[src/rtl/pipelined_barrel_shifter_if.sv]
// Operand, result and valid/ready handshake bundle for the pipelined barrel shifter.
// The master side drives operations and accepts results; the slave side is the shifter.
interface pipelined_barrel_shifter_if #(
    parameter int IWIDTH = 8,
    parameter int SWIDTH = 3
);
    logic              in_valid;
    logic              in_ready;
    logic              bs_dir;
    logic [1:0]        bs_mode;
    logic [SWIDTH-1:0] bs_amt;
    logic [IWIDTH-1:0] d_in;
    logic              out_valid;
    logic              out_ready;
    logic [IWIDTH-1:0] d_out;

    modport master (
        output in_valid, bs_dir, bs_mode, bs_amt, d_in, out_ready,
        input  in_ready, out_valid, d_out
    );

    modport slave (
        input  in_valid, bs_dir, bs_mode, bs_amt, d_in, out_ready,
        output in_ready, out_valid, d_out
    );
endinterface

[src/rtl/pipelined_barrel_shifter.sv]
// Pipelined barrel shifter: stage k conditionally shifts by 2^k. Logical, arithmetic
// and rotate modes; a single enable stalls every stage when the result is not taken.
module pipelined_barrel_shifter #(
    parameter int IWIDTH = 8,
    parameter int SWIDTH = 3
) (
    input  logic                      clk,
    input  logic                      rst,
    pipelined_barrel_shifter_if.slave bus
);
    if (IWIDTH < 2 || (IWIDTH & (IWIDTH - 1)) != 0 || SWIDTH != $clog2(IWIDTH)) begin : g_param_check
        $error("pipelined_barrel_shifter: IWIDTH must be a power of two >= 2 and SWIDTH = log2(IWIDTH)");
    end

    typedef enum logic [1:0] {
        MODE_LOGICAL  = 2'b00,
        MODE_ARITH    = 2'b01,
        MODE_ROTATE   = 2'b10,
        MODE_RESERVED = 2'b11
    } mode_e;

    typedef struct packed {
        logic              valid;
        logic              dir;
        logic [1:0]        mode;
        logic              sign;
        logic [SWIDTH-1:0] amt;
        logic [IWIDTH-1:0] data;
    } stage_t;

    stage_t st  [SWIDTH];
    stage_t nxt [SWIDTH];
    logic   en;

    // One conditional shift by s; sign is the MSB of the original operand, not of x.
    function automatic logic [IWIDTH-1:0] shift_step(
        input logic [IWIDTH-1:0] x,
        input int unsigned       s,
        input logic              do_shift,
        input logic              dir,
        input logic [1:0]        mode,
        input logic              sign
    );
        logic [IWIDTH-1:0] fill;
        fill = ~({IWIDTH{1'b1}} >> s);
        if (!do_shift) begin
            shift_step = x;
        end else if (dir) begin
            case (mode_e'(mode))
                MODE_ARITH:  shift_step = (x >> s) | (sign ? fill : '0);
                MODE_ROTATE: shift_step = (x >> s) | (x << (IWIDTH - s));
                default:     shift_step = x >> s;
            endcase
        end else begin
            case (mode_e'(mode))
                MODE_ROTATE: shift_step = (x << s) | (x >> (IWIDTH - s));
                default:     shift_step = x << s;
            endcase
        end
    endfunction

    assign en            = !st[SWIDTH-1].valid || bus.out_ready;
    assign bus.in_ready  = en;
    assign bus.out_valid = st[SWIDTH-1].valid;
    assign bus.d_out     = st[SWIDTH-1].data;

    always_comb begin
        nxt[0].valid = bus.in_valid;
        nxt[0].dir   = bus.bs_dir;
        nxt[0].mode  = bus.bs_mode;
        nxt[0].sign  = bus.d_in[IWIDTH-1];
        nxt[0].amt   = bus.bs_amt;
        nxt[0].data  = shift_step(bus.d_in, 1, bus.bs_amt[0], bus.bs_dir, bus.bs_mode,
                                  bus.d_in[IWIDTH-1]);
        for (int k = 1; k < SWIDTH; k++) begin
            // NOTE: whole stage copied first so every field has a value on every path (no latch).
            nxt[k]      = st[k-1];
            nxt[k].data = shift_step(st[k-1].data, 1 << k, st[k-1].amt[k], st[k-1].dir,
                                     st[k-1].mode, st[k-1].sign);
        end
    end

    always_ff @(posedge clk or posedge rst) begin
        if (rst) begin
            // NOTE: the stage array is cleared, not just the valid bits, so D_OUT reads zero in reset.
            for (int k = 0; k < SWIDTH; k++) st[k] <= '0;
        end else if (en) begin
            // NOTE: non-blocking so every stage samples pre-edge values and the pipe moves as one.
            for (int k = 0; k < SWIDTH; k++) st[k] <= nxt[k];
        end
    end
endmodule
[src/flat_wrapper.sv]
// flat-port wrapper written by rule: the top's interface ports become plain ports
module pipelined_barrel_shifter_flat 
#(
    parameter int IWIDTH = 8,
    parameter int SWIDTH = 3
)
  (clk, rst, bus_in_valid, bus_bs_dir, bus_bs_mode, bus_bs_amt, bus_d_in, bus_out_ready, bus_in_ready, bus_out_valid, bus_d_out);
  pipelined_barrel_shifter_if #(.IWIDTH(IWIDTH), .SWIDTH(SWIDTH)) bus_i ();
  input  logic clk;
  input  logic rst;
  input wire logic [$bits(bus_i.in_valid)-1:0] bus_in_valid;
  input wire logic [$bits(bus_i.bs_dir)-1:0] bus_bs_dir;
  input wire logic [$bits(bus_i.bs_mode)-1:0] bus_bs_mode;
  input wire logic [$bits(bus_i.bs_amt)-1:0] bus_bs_amt;
  input wire logic [$bits(bus_i.d_in)-1:0] bus_d_in;
  input wire logic [$bits(bus_i.out_ready)-1:0] bus_out_ready;
  output wire logic [$bits(bus_i.in_ready)-1:0] bus_in_ready;
  output wire logic [$bits(bus_i.out_valid)-1:0] bus_out_valid;
  output wire logic [$bits(bus_i.d_out)-1:0] bus_d_out;
  assign bus_i.in_valid = bus_in_valid;
  assign bus_i.bs_dir = bus_bs_dir;
  assign bus_i.bs_mode = bus_bs_mode;
  assign bus_i.bs_amt = bus_bs_amt;
  assign bus_i.d_in = bus_d_in;
  assign bus_i.out_ready = bus_out_ready;
  assign bus_in_ready = bus_i.in_ready;
  assign bus_out_valid = bus_i.out_valid;
  assign bus_d_out = bus_i.d_out;
  pipelined_barrel_shifter #(.IWIDTH(IWIDTH), .SWIDTH(SWIDTH)) u_core (.clk(clk), .rst(rst), .bus(bus_i));
endmodule
[config.mk]
export PLATFORM = sky130hd
export DESIGN_NAME = pipelined_barrel_shifter_flat
export DESIGN_NICKNAME = d
export VERILOG_FILES = /design/src/rtl/pipelined_barrel_shifter_if.sv /design/src/rtl/pipelined_barrel_shifter.sv /design/src/flat_wrapper.sv
export SDC_FILE = /design/constraint.sdc
export NUM_CORES = 1
export LEC_CHECK = 0
export BUFFER_PORTS_ARGS = -buffer_cell sky130_fd_sc_hd__buf_2
export CORE_UTILIZATION = 35
export CTS_CLUSTER_SIZE = 16
export DETAILED_ROUTE_END_ITERATION = 8
export MAX_ROUTING_LAYER = met4
export PLACE_DENSITY = 0.51
export SLEW_MARGIN = 20
export SYNTH_ARGS = -nofsm -noshare
export SYNTH_HDL_FRONTEND = slang
export SYNTH_SLANG_ARGS = --single-unit
export TNS_END_PERCENT = 20
[constraint.sdc]
create_clock -name clk -period 1.95 [get_ports clk]
set_clock_uncertainty 0.2 [all_clocks]
set_input_delay 0.39 -clock clk [delete_from_list [all_inputs] [get_ports clk]]
set_output_delay 0.39 -clock clk [all_outputs]
set_load 0.005 [all_outputs]
==> results of run 1 <==
[metal layers]
layer	share of wire	vias to the layer above	wire length [µm]
met5	0	-	0
met4	0.012	0	48
met3	0.033	4	137
met2	0.46	36	1900
met1	0.50	692	2040
li1	-	799	-
[cells in the mapped netlist (5+ instances only)]
library cell  instances
nand2_1              47
dfrtp_1              38
o21ai_0              28
inv_1                14
buf_4                12
mux2i_1              10
nor2_1               10
a22oi_1               7
a211oi_1              6
a21o_1                6
ha_1                  6
o221a_2               6
buf_2                 5
[worst max-delay path: stages (launching register included)]
cell and delay, ns:
dfrtp_1 0.37, inv_1 0.05, ha_1 0.28, nand2b_1 0.19, o221a_2 0.26, o21ai_0 0.17
[cells by family after synthesis]
family	share of synthesized area
compound gates	0.237
simple gates	0.118
buf+inv	0.106
flops	0.456
mux	0.0480
fa+ha+maj	0.0360
[state kept, by name, summed over array words and instances, names as in the netlist]
signal                flops
u_core.st                16
u_core.bus.d_out          8
u_core.bus.out_valid      1
u_core.nxt               13
[final timing paths]
| kind | endpoint | slack (ns) | depth (start not counted) |
|---|---|---|---|
| worst min-delay path | u_core.bus.d_out[4]$_DFFE_PP0P_ | 0.002 | 3 |
| worst max-delay path | u_core.bus.d_out[5]$_DFFE_PP0P_ | 0.35 | 5 |
| min in group clk | u_core.nxt[26]$_DFFE_PP0P_ | 0.09 | 3 |
| worst max register to register | u_core.bus.d_out[5]$_DFFE_PP0P_ | 0.35 | 5 |
| max in group asynchronous | u_core.st[34]$_DFFE_PP0P_ | 1.21 | 3 |
| worst min register to register | u_core.nxt[26]$_DFFE_PP0P_ | 0.27 | 2 |
[stage by stage]
stage	setup slack (ns)	area (µm²)	power [W]	utilization	hold WS (ns)
finish	0.346	2280	0.00290	0.404	0.00224
global route	0.268	2280	0.00314	0.404	0.0384
CTS	0.337	2280	0.00294	0.404	0.0106
detailed placement	0.363	2190	0.00237	0.387	0.252
global placement	0.391	2190	0.00236	0.387	0.254
floorplan	0.470	2090	0.00218	-	0.230
[area by class of cell]
type	count	area, µm²
clock inverters	2	12.5
inverters	15	56.3
well taps	72	90.1
flip-flops and latches	38	951
multi-input cells	149	923
clock buffers	6	82.6
fillers	594	3360
repair buffers	31	165
[power by group through the flow]
stage,Sequential (W),Clock (W),Combinational [W]
after floorplan,0.00126,0,0.000919
after global placement,0.00137,0,0.000987
after detailed placement,0.00138,0,0.000992
after CTS,0.00136,0.000583,0.000997
after global routing,0.00141,0.000614,0.00112
final,0.00136,0.000561,0.000980
==> run_results.csv, run 1 <==
group,metric,value,unit
global_routing,busiest_layer,"met2",
sta,worstMarginPinSlew,0.504,ns
clock_network,cts_tree,"done",
global_routing,grt_first_pass_wirelength,7020,µm
final_layout,fin_nets,264,
floorplanning,core,0.00564,mm²
global_routing,grtUsageMet3,0.0345,
global_routing,grt_pass1_vias,1440,
power_and_ir_drop,p_clk_frac,0.193,
sta,drv_slew,0,
sta,max_freq,623,MHz
critical_path,r2r_start,"u_core.nxt[12]$_DFFE_PP0P_",
sta,slew_headroom,0.664,
final_layout,final_cell_mix,"47 x nand2_1, 38 x dfrtp_1, 28 x o21ai_0, 27 x buf_2, 14 x inv_1",
logic_synthesis,synth_cell_types,26,
floorplanning,die_w,79.2,µm
critical_path,startpoint_type,"flip-flop",
logic_synthesis,synthArstFlopShare,1.00,
sta,rsz0062_at_grt,"false",
logic_synthesis,ys_warn_count,0,
route,dr.pass1.iters,7,
route,first_iter_violations,74,
logic_synthesis,syn_inst,225,
logic_synthesis,synth_seq_area_share,0.456,
power_and_ir_drop,switching_power,0.00105,W
clock_network,clock_latency,0.29,ns
power_and_ir_drop,pwr_density_cell,1270,mW/mm²
global_routing,grt_use_total,0.149,
global_routing,grt_use_met2,0.235,
floorplanning,dieArea,0.00628,mm²
logic_synthesis,synth_area_leaders,"dfrtp_1 46%, nand2_1 8.5%, o21ai_0 6.7%, mux2i_1 4.8%, buf_4 4.3%",
critical_path,cp_max_fo,4,
power_and_ir_drop,seq_power_share,0.468,
logic_synthesis,synth_top_cell_by_area,"dfrtp_1",
power_and_ir_drop,intPower,0.00185,W
logic_synthesis,synth_area_per_cell,9.28,µm²
sta,fin_setup_tns,0,ns
critical_path,crit_path_end_kind,"flip-flop",
sta,setup_violations,0,
logic_synthesis,synth_top_area_share,0.456,
clock_network,cts_resized,0,
critical_path,critical_path_class,"flip-flop to flip-flop",
floorplanning,ios,28,
power_and_ir_drop,p_leak,1.13,nW
route,vias,1531,
logic_synthesis,synth_ff_type,"dfrtp_1",
power_and_ir_drop,p_comb_frac,0.338,
floorplanning,die_y,79.2,µm
place,dp_hpwl,2940,µm
power_and_ir_drop,switching_share,0.363,
clock_network,clock-sinks,38,
clock_network,cts.path.max_buffers,2,
final_layout,layout_commonest_cell,"nand2_1",
final_layout,final_cells,313,
logic_synthesis,netlist_area,0.00209,mm²
global_routing,gr-total-overflow,0,
route,post_drt_wl_per_cell,13.2,µm
final_layout,antennaDiodeCount,0,
global_routing,met1_usage,0.186,
clock_network,cts-root-buf,"clkbuf_8",
sta,period_needed,1.60,ns
route,detail-route-antenna-nets,0,
route,drc,0,
power_and_ir_drop,ir_worst_vdd,392,µV
route,viasPerCell,4.89,
clock_network,post_cts_buffers,0,
sta,period_share,0.823,
final_layout,final_layout_size_suffix_gt1_frac,0.195,
final_layout,syn_to_final_growth,9.29,%
clock_network,ctsHoldBuffers,0,
hold_path,hold_path.class,"input pin to async pin",
logic_synthesis,ys_seq_elements,38,
sta,hold_viol,0,
clock_network,cts_buffers,5,
critical_path,cp.arrival,1.61,ns
place,io_buffers,27,
critical_path,crit_required,1.95,ns
place,dp_cells,305,
global_routing,grt_max_degree,39,
place,place.gp.congestion,0.763,
outcome,outcome,"finished clean",
job,cap_viol_max_count,0,
logic_synthesis,synth_edf_count,0,
clock_network,htree_levels,2,
clock_network,clk_pin_slew_worst_paths,0.08,ns
global_routing,antenna_found_initial,0,
floorplanning,rows,27,
critical_path,crit_start,"u_core.nxt[12]$_DFFE_PP0P_",
route,wl,4120,µm
floorplanning,initial_core_util,0.370,
logic_synthesis,syn_nets,249,
Note: power is estimated with default switching activity, not from simulation.
==> run 2, diff against run 1 <==
PLACE_DENSITY = 0.53   (was 0.51)
clock period = 1.4 ns   (was 1.95 ns; I/O delays follow)
==> run_results.csv, run 2 (synthesis gave the netlist of run 1 again) <==
group,metric,value,unit
clock_network,cts_tree,"done",
final_layout,antennaDiodeCount,0,
floorplanning,die_w,79.2,µm
final_layout,final_cell_mix,"47 x nand2_1, 35 x dfrtp_1, 26 x buf_2, 15 x o21ai_0, 15 x buf_4",
floorplanning,dieArea,0.00628,mm²
place,io_buffers,27,
sta,period_share,1.06,
floorplanning,ios,28,
global_routing,gr-total-overflow,0,
sta,hold_viol,0,
critical_path,cp_max_fo,4,
final_layout,syn_to_final_growth,30.5,%
critical_path,path_cells,"buf_6 -> ha_4 -> a22oi_2 -> o221a_4 -> o21ai_2",
critical_path,crit_path_end_kind,"flip-flop",
route,detail-route-antenna-nets,0,
floorplanning,initial_core_util,0.370,
job,cap_viol_max_count,0,
place,dp_hpwl,3140,µm
sta,max_freq,675,MHz
floorplanning,core,0.00564,mm²
route,first_iter_violations,67,
sta,setup_violations,7,
critical_path,crit_required,1.38,ns
sta,slew_headroom,0.807,
sta,worstMarginPinSlew,0.281,ns
clock_network,cts-root-buf,"clkbuf_8",
final_layout,final_layout_size_suffix_gt1_frac,0.350,
place,place.gp.congestion,0.842,
power_and_ir_drop,pwr_density_cell,1770,mW/mm²
critical_path,startpoint_type,"flip-flop",
hold_path,hold_path.class,"input pin to flip-flop",
final_layout,fin_nets,286,
floorplanning,rows,27,
critical_path,slowest_stage,"dfrtp_1",
route,post_drt_wl_per_cell,13.2,µm
sta,worst_slack,-0.0806,ns
sta,fin_setup_tns,-0.266,ns
route,drc,0,
clock_network,clock-sinks,38,
sta,period_needed,1.48,ns
sta,drv_slew,0,
final_layout,layout_commonest_cell,"nand2_1",
power_and_ir_drop,ir_worst_vdd,586,µV
global_routing,grt_use_total,0.165,
clock_network,clk_pin_slew_worst_paths,0.08,ns
global_routing,grt_first_pass_wirelength,7610,µm
floorplanning,die_y,79.2,µm
critical_path,critical_path_class,"flip-flop to flip-flop",
global_routing,grt_max_degree,39,
route,wl,4430,µm
sta,whs,0.0675,ns
global_routing,antenna_found_initial,0,
route,viasPerCell,4.93,
final_layout,largest_register_ffs,16,
critical_path,cp.arrival,1.46,ns
critical_path,slowest_delay,0.41,ns
clock_network,clock_latency,0.29,ns
clock_network,htree_levels,2,
final_layout,largest-register,"u_core.st",
final_layout,fill_cells,552,
power_and_ir_drop,p_leak,1.31,nW
critical_path,rrSetupSlack,-0.08,ns
route,vias,1653,
outcome,outcome,"complete, but fails checks",
clock_network,cts_buffers,5,
clock_network,cts.path.max_buffers,2,
outcome,violations,"negative setup slack",
global_routing,grt_pass1_vias,1590,
sta,rsz0062_at_grt,"true",
route,dr.pass1.iters,4,
[run 2: changes by cell type in the layout (fill, tap and decap cells not counted), moves of 4 or more]
cell and delta:
o221a_2 -6, o221a_4 +6, a22oi_2 +6, o21ai_1 +10
o21ai_0 -13, a22oi_1 -6, ha_1 -4, buf_4 +11
inv_1 -4, buf_12 +4, dlygate4sd3_1 +4
[run 2: final timing paths]
path                                             from                              end  depth (start not counted)
max in group asynchronous                         rst       u_core.nxt[30]$_DFFE_PP0P_                          4
setup reg to reg           u_core.nxt[12]$_DFFE_PP0P_  u_core.bus.d_out[4]$_DFFE_PP0P_                          5
hold / removal                            bus_d_in[7]       u_core.nxt[27]$_DFFE_PP0P_                          3
hold reg to reg            u_core.nxt[15]$_DFFE_PP0P_       u_core.nxt[15]$_DFFE_PP0P_                          2
min in group asynchronous                         rst        u_core.st[19]$_DFFE_PP0P_                          4
setup / recovery           u_core.nxt[12]$_DFFE_PP0P_  u_core.bus.d_out[4]$_DFFE_PP0P_                          5
[run 2: repair_timing]
action,in CTS,in global routing
buffers inserted,4,1
resized for setup,24,22
hold buffers,4,0
pin swaps,11,13
hold endpoints to repair,41,0
endpoints found under the setup margin,15,30
[run 2: worst max-delay path, delay by kind of cell (launching register included)]
family | cells | cell delay, ns
DFF | 1 | 0.41
adders and majority gates | 1 | 0.17
buffers and inverters | 1 | 0.13
AOI/OAI and AO/OA | 3 | 0.46
[run 2: layout make-up]
class / instances / area (µm²) / area share
flip-flops and latches: 38 / 955 / 0.351
well taps: 72 / 90.1 / 0.0331
inverters: 15 / 58.8 / 0.0216
clock buffers: 7 / 86.3 / 0.0317
multi-input cells: 149 / 1120 / 0.410
clock inverters: 1 / 5.00 / 0.00184
repair buffers: 53 / 412 / 0.151
[run 2: through the flow]
step                area [µm²]  power (W)  utilization  cells  setup slack, ns
floorplan                 2140    0.00319            -    225         -0.00622
global placement          2380    0.00363        0.422    318          -0.0699
detailed placement        2380    0.00365        0.422    318          -0.0959
CTS                       2660    0.00474        0.471    334          -0.0501
global route              2720    0.00520        0.483    335          -0.0946
finish                    2720    0.00483        0.483    335          -0.0806
[run 2: power breakdown]
part	switching, W	internal, W
registers	0.000407	0.00152
logic	0.000966	0.00116
clock network	0.000381	0.000397
total	0.00175	0.00308
[run 2: routing by layer]
layer,vias to the layer above,share of wire,global-route usage
li1,839,-,-
met1,770,0.48,0.206
met2,34,0.46,0.247
met3,10,0.035,0.0460
met4,0,0.024,0.0727
met5,-,0,-
==> run 3, diff against run 2 <==
GPL_TIMING_DRIVEN = 0   (was default)
==> run_results.csv, run 3 (synthesis gave the netlist of run 1 again) <==
group,metric,value,unit
route,dr.pass1.iters,4,
route,wl,4810,µm
final_layout,final_area,0.00274,mm²
floorplanning,core,0.00564,mm²
route,viasPerCell,5.00,
clock_network,cts.path.max_buffers,2,
final_layout,largest_register_ffs,16,
route,first_iter_violations,71,
global_routing,grt_first_pass_wirelength,8310,µm
critical_path,cp_max_fo,2,
sta,hold_viol,0,
critical_path,crit_required,0.92,ns
floorplanning,ios,28,
sta,fin_setup_tns,-0.510,ns
critical_path,slowest_delay,0.34,ns
job,cap_viol_max_count,0,
clock_network,clk_pin_slew_worst_paths,0.07,ns
critical_path,crit_end,"bus_in_ready",
critical_path,r2r_cells,5,
critical_path,startpoint_type,"flip-flop",
critical_path,critical_path_class,"flip-flop to primary output",
place,dpl_cell_area,0.00238,mm²
final_layout,final_cell_mix,"47 x nand2_1, 36 x dfrtp_1, 25 x buf_2, 18 x buf_4, 15 x o21ai_0",
floorplanning,initial_core_util,0.370,
clock_network,htree_levels,2,
final_layout,largest-register,"u_core.st",
route,drc,0,
power_and_ir_drop,p_leak,1.32,nW
critical_path,crit_buf_inv,3,
global_routing,grt_pass1_vias,1670,
route,post_drt_wl_per_cell,14.2,µm
critical_path,crit_start,"u_core.bus.out_valid$_DFFE_PP0P_",
global_routing,gr-total-overflow,0,
hold_path,hold_path.class,"input pin to flip-flop",
floorplanning,die_w,79.2,µm
sta,slew_headroom,0.728,
place,dp_hpwl,3530,µm
route,detail-route-antenna-nets,0,
critical_path,cp.arrival,1.09,ns
place,io_buffers,25,
critical_path,path_cells,"nor2b_4 -> inv_8 -> buf_6 -> buf_6",
route,vias,1696,
critical_path,crit_family,"flip-flops",
final_layout,syn_to_final_growth,31.2,%
critical_path,crit_path_end_kind,"primary output",
global_routing,antenna_found_initial,0,
place,place.gp.congestion,0.827,
final_layout,fin_nets,291,
final_layout,multi_input_area,0.00112,mm²
final_layout,layout_commonest_cell,"nand2_1",
floorplanning,die_y,79.2,µm
clock_network,cts_tree,"done",
critical_path,cp.depth,4,
sta,period_share,1.12,
critical_path,cpMostUsedCell,"buf_6",
sta,max_freq,639,MHz
sta,rsz0062_at_grt,"true",
clock_network,cts_buffers,5,
outcome,violations,"negative setup slack",
final_layout,final_layout_size_suffix_gt1_frac,0.367,
outcome,outcome,"complete, but fails checks",
sta,setup_violations,13,
floorplanning,dieArea,0.00628,mm²
final_layout,fill_cells,561,
global_routing,grt_use_total,0.181,
final_layout,register_area,953,µm²
power_and_ir_drop,pwr_density_cell,1790,mW/mm²
global_routing,grt_max_degree,24,
critical_path,slowest_stage,"dfrtp_1",
critical_path,r2r_start,"u_core.nxt[13]$_DFFE_PP0P_",
clock_network,clock-sinks,38,
sta,worst_slack,-0.166,ns
sta,period_needed,1.57,ns
sta,drv_slew,0,
final_layout,antennaDiodeCount,0,
critical_path,rrSetupSlack,-0.08,ns
clock_network,clock_latency,0.29,ns
floorplanning,rows,27,
clock_network,cts-root-buf,"clkbuf_8",
sta,worstMarginPinSlew,0.408,ns
power_and_ir_drop,ir_worst_vdd,655,µV
critical_path,reg2reg_to,"u_core.bus.d_out[5]$_DFFE_PP0P_",
==> run 3: cell count changes in the layout (fill, tap and decap cells not counted), sizes merged <==
| cell | delta |
|---|---|
| clkinv | -1 |
| clkbuf | +3 |
| buf | +2 |
==> run 3: worst min-delay path: stages <==
cell and delay (ns):
buf_2 0.14, nand2_1 0.06, nand2_1 0.05
==> run 3: how the worst min path moves through the flow <==
stage	start	to	slack (ns)	depth (start not counted)
3_5_place_dp	rst	u_core.bus.d_out[7]$_DFFE_PP0P_	0.09	2
2_1_floorplan	bus_bs_amt[2]	u_core.nxt[26]$_DFFE_PP0P_	0.19	2
6_report	bus_d_in[7]	u_core.nxt[27]$_DFFE_PP0P_	0.07	3
5_1_grt	bus_d_in[7]	u_core.nxt[27]$_DFFE_PP0P_	0.10	3
4_1_cts	bus_d_in[7]	u_core.nxt[27]$_DFFE_PP0P_	0.06	3
3_3_place_gp	u_core.nxt[15]$_DFFE_PP0P_	u_core.nxt[15]$_DFFE_PP0P_	0.24	2
==> run 3: cell type report <==
type / count / area share
inverters: 15 / 0.0233
well taps: 72 / 0.0329
flip-flops and latches: 38 / 0.348
plain buffers: 22 / 0.0667
clock buffers: 7 / 0.0279
multi-input cells: 149 / 0.410
repair buffers: 36 / 0.0905
==> run 3: timing repair <==
action	CTS	global route
gates resized for setup	32	27
pin swaps	5	8
hold buffers	4	0
setup buffers	4	2
endpoints found under the setup margin	23	44
endpoints found under the hold margin	18	0
==> run 3: where the power goes <==
| group | internal, W | switching, W | total (W) |
|---|---|---|---|
| clock network | 0.000343 | 0.000368 | 0.000711 |
| logic | 0.00124 | 0.00103 | 0.00228 |
| registers | 0.00151 | 0.000390 | 0.00190 |
==> run 3: through the flow <==
stage	util	worst slack [ns]	total power [W]	hold slack [ns]	std cells
floorplan	-	-0.00622	0.00319	0.192	225
global placement	0.417	-0.520	0.00367	0.243	322
detailed placement	0.422	-0.234	0.00372	0.0856	323
CTS	0.465	-0.178	0.00472	0.0647	337
global route	0.485	-0.217	0.00526	0.105	339
finish	0.485	-0.166	0.00489	0.0706	339
==> run 3: metal layers <==
layer,GRT usage,up-vias,share of wire
met5,-,-,0
met4,0.0727,0,0.023
met3,0.0437,8,0.041
met2,0.294,39,0.48
met1,0.217,795,0.45
li1,-,854,-
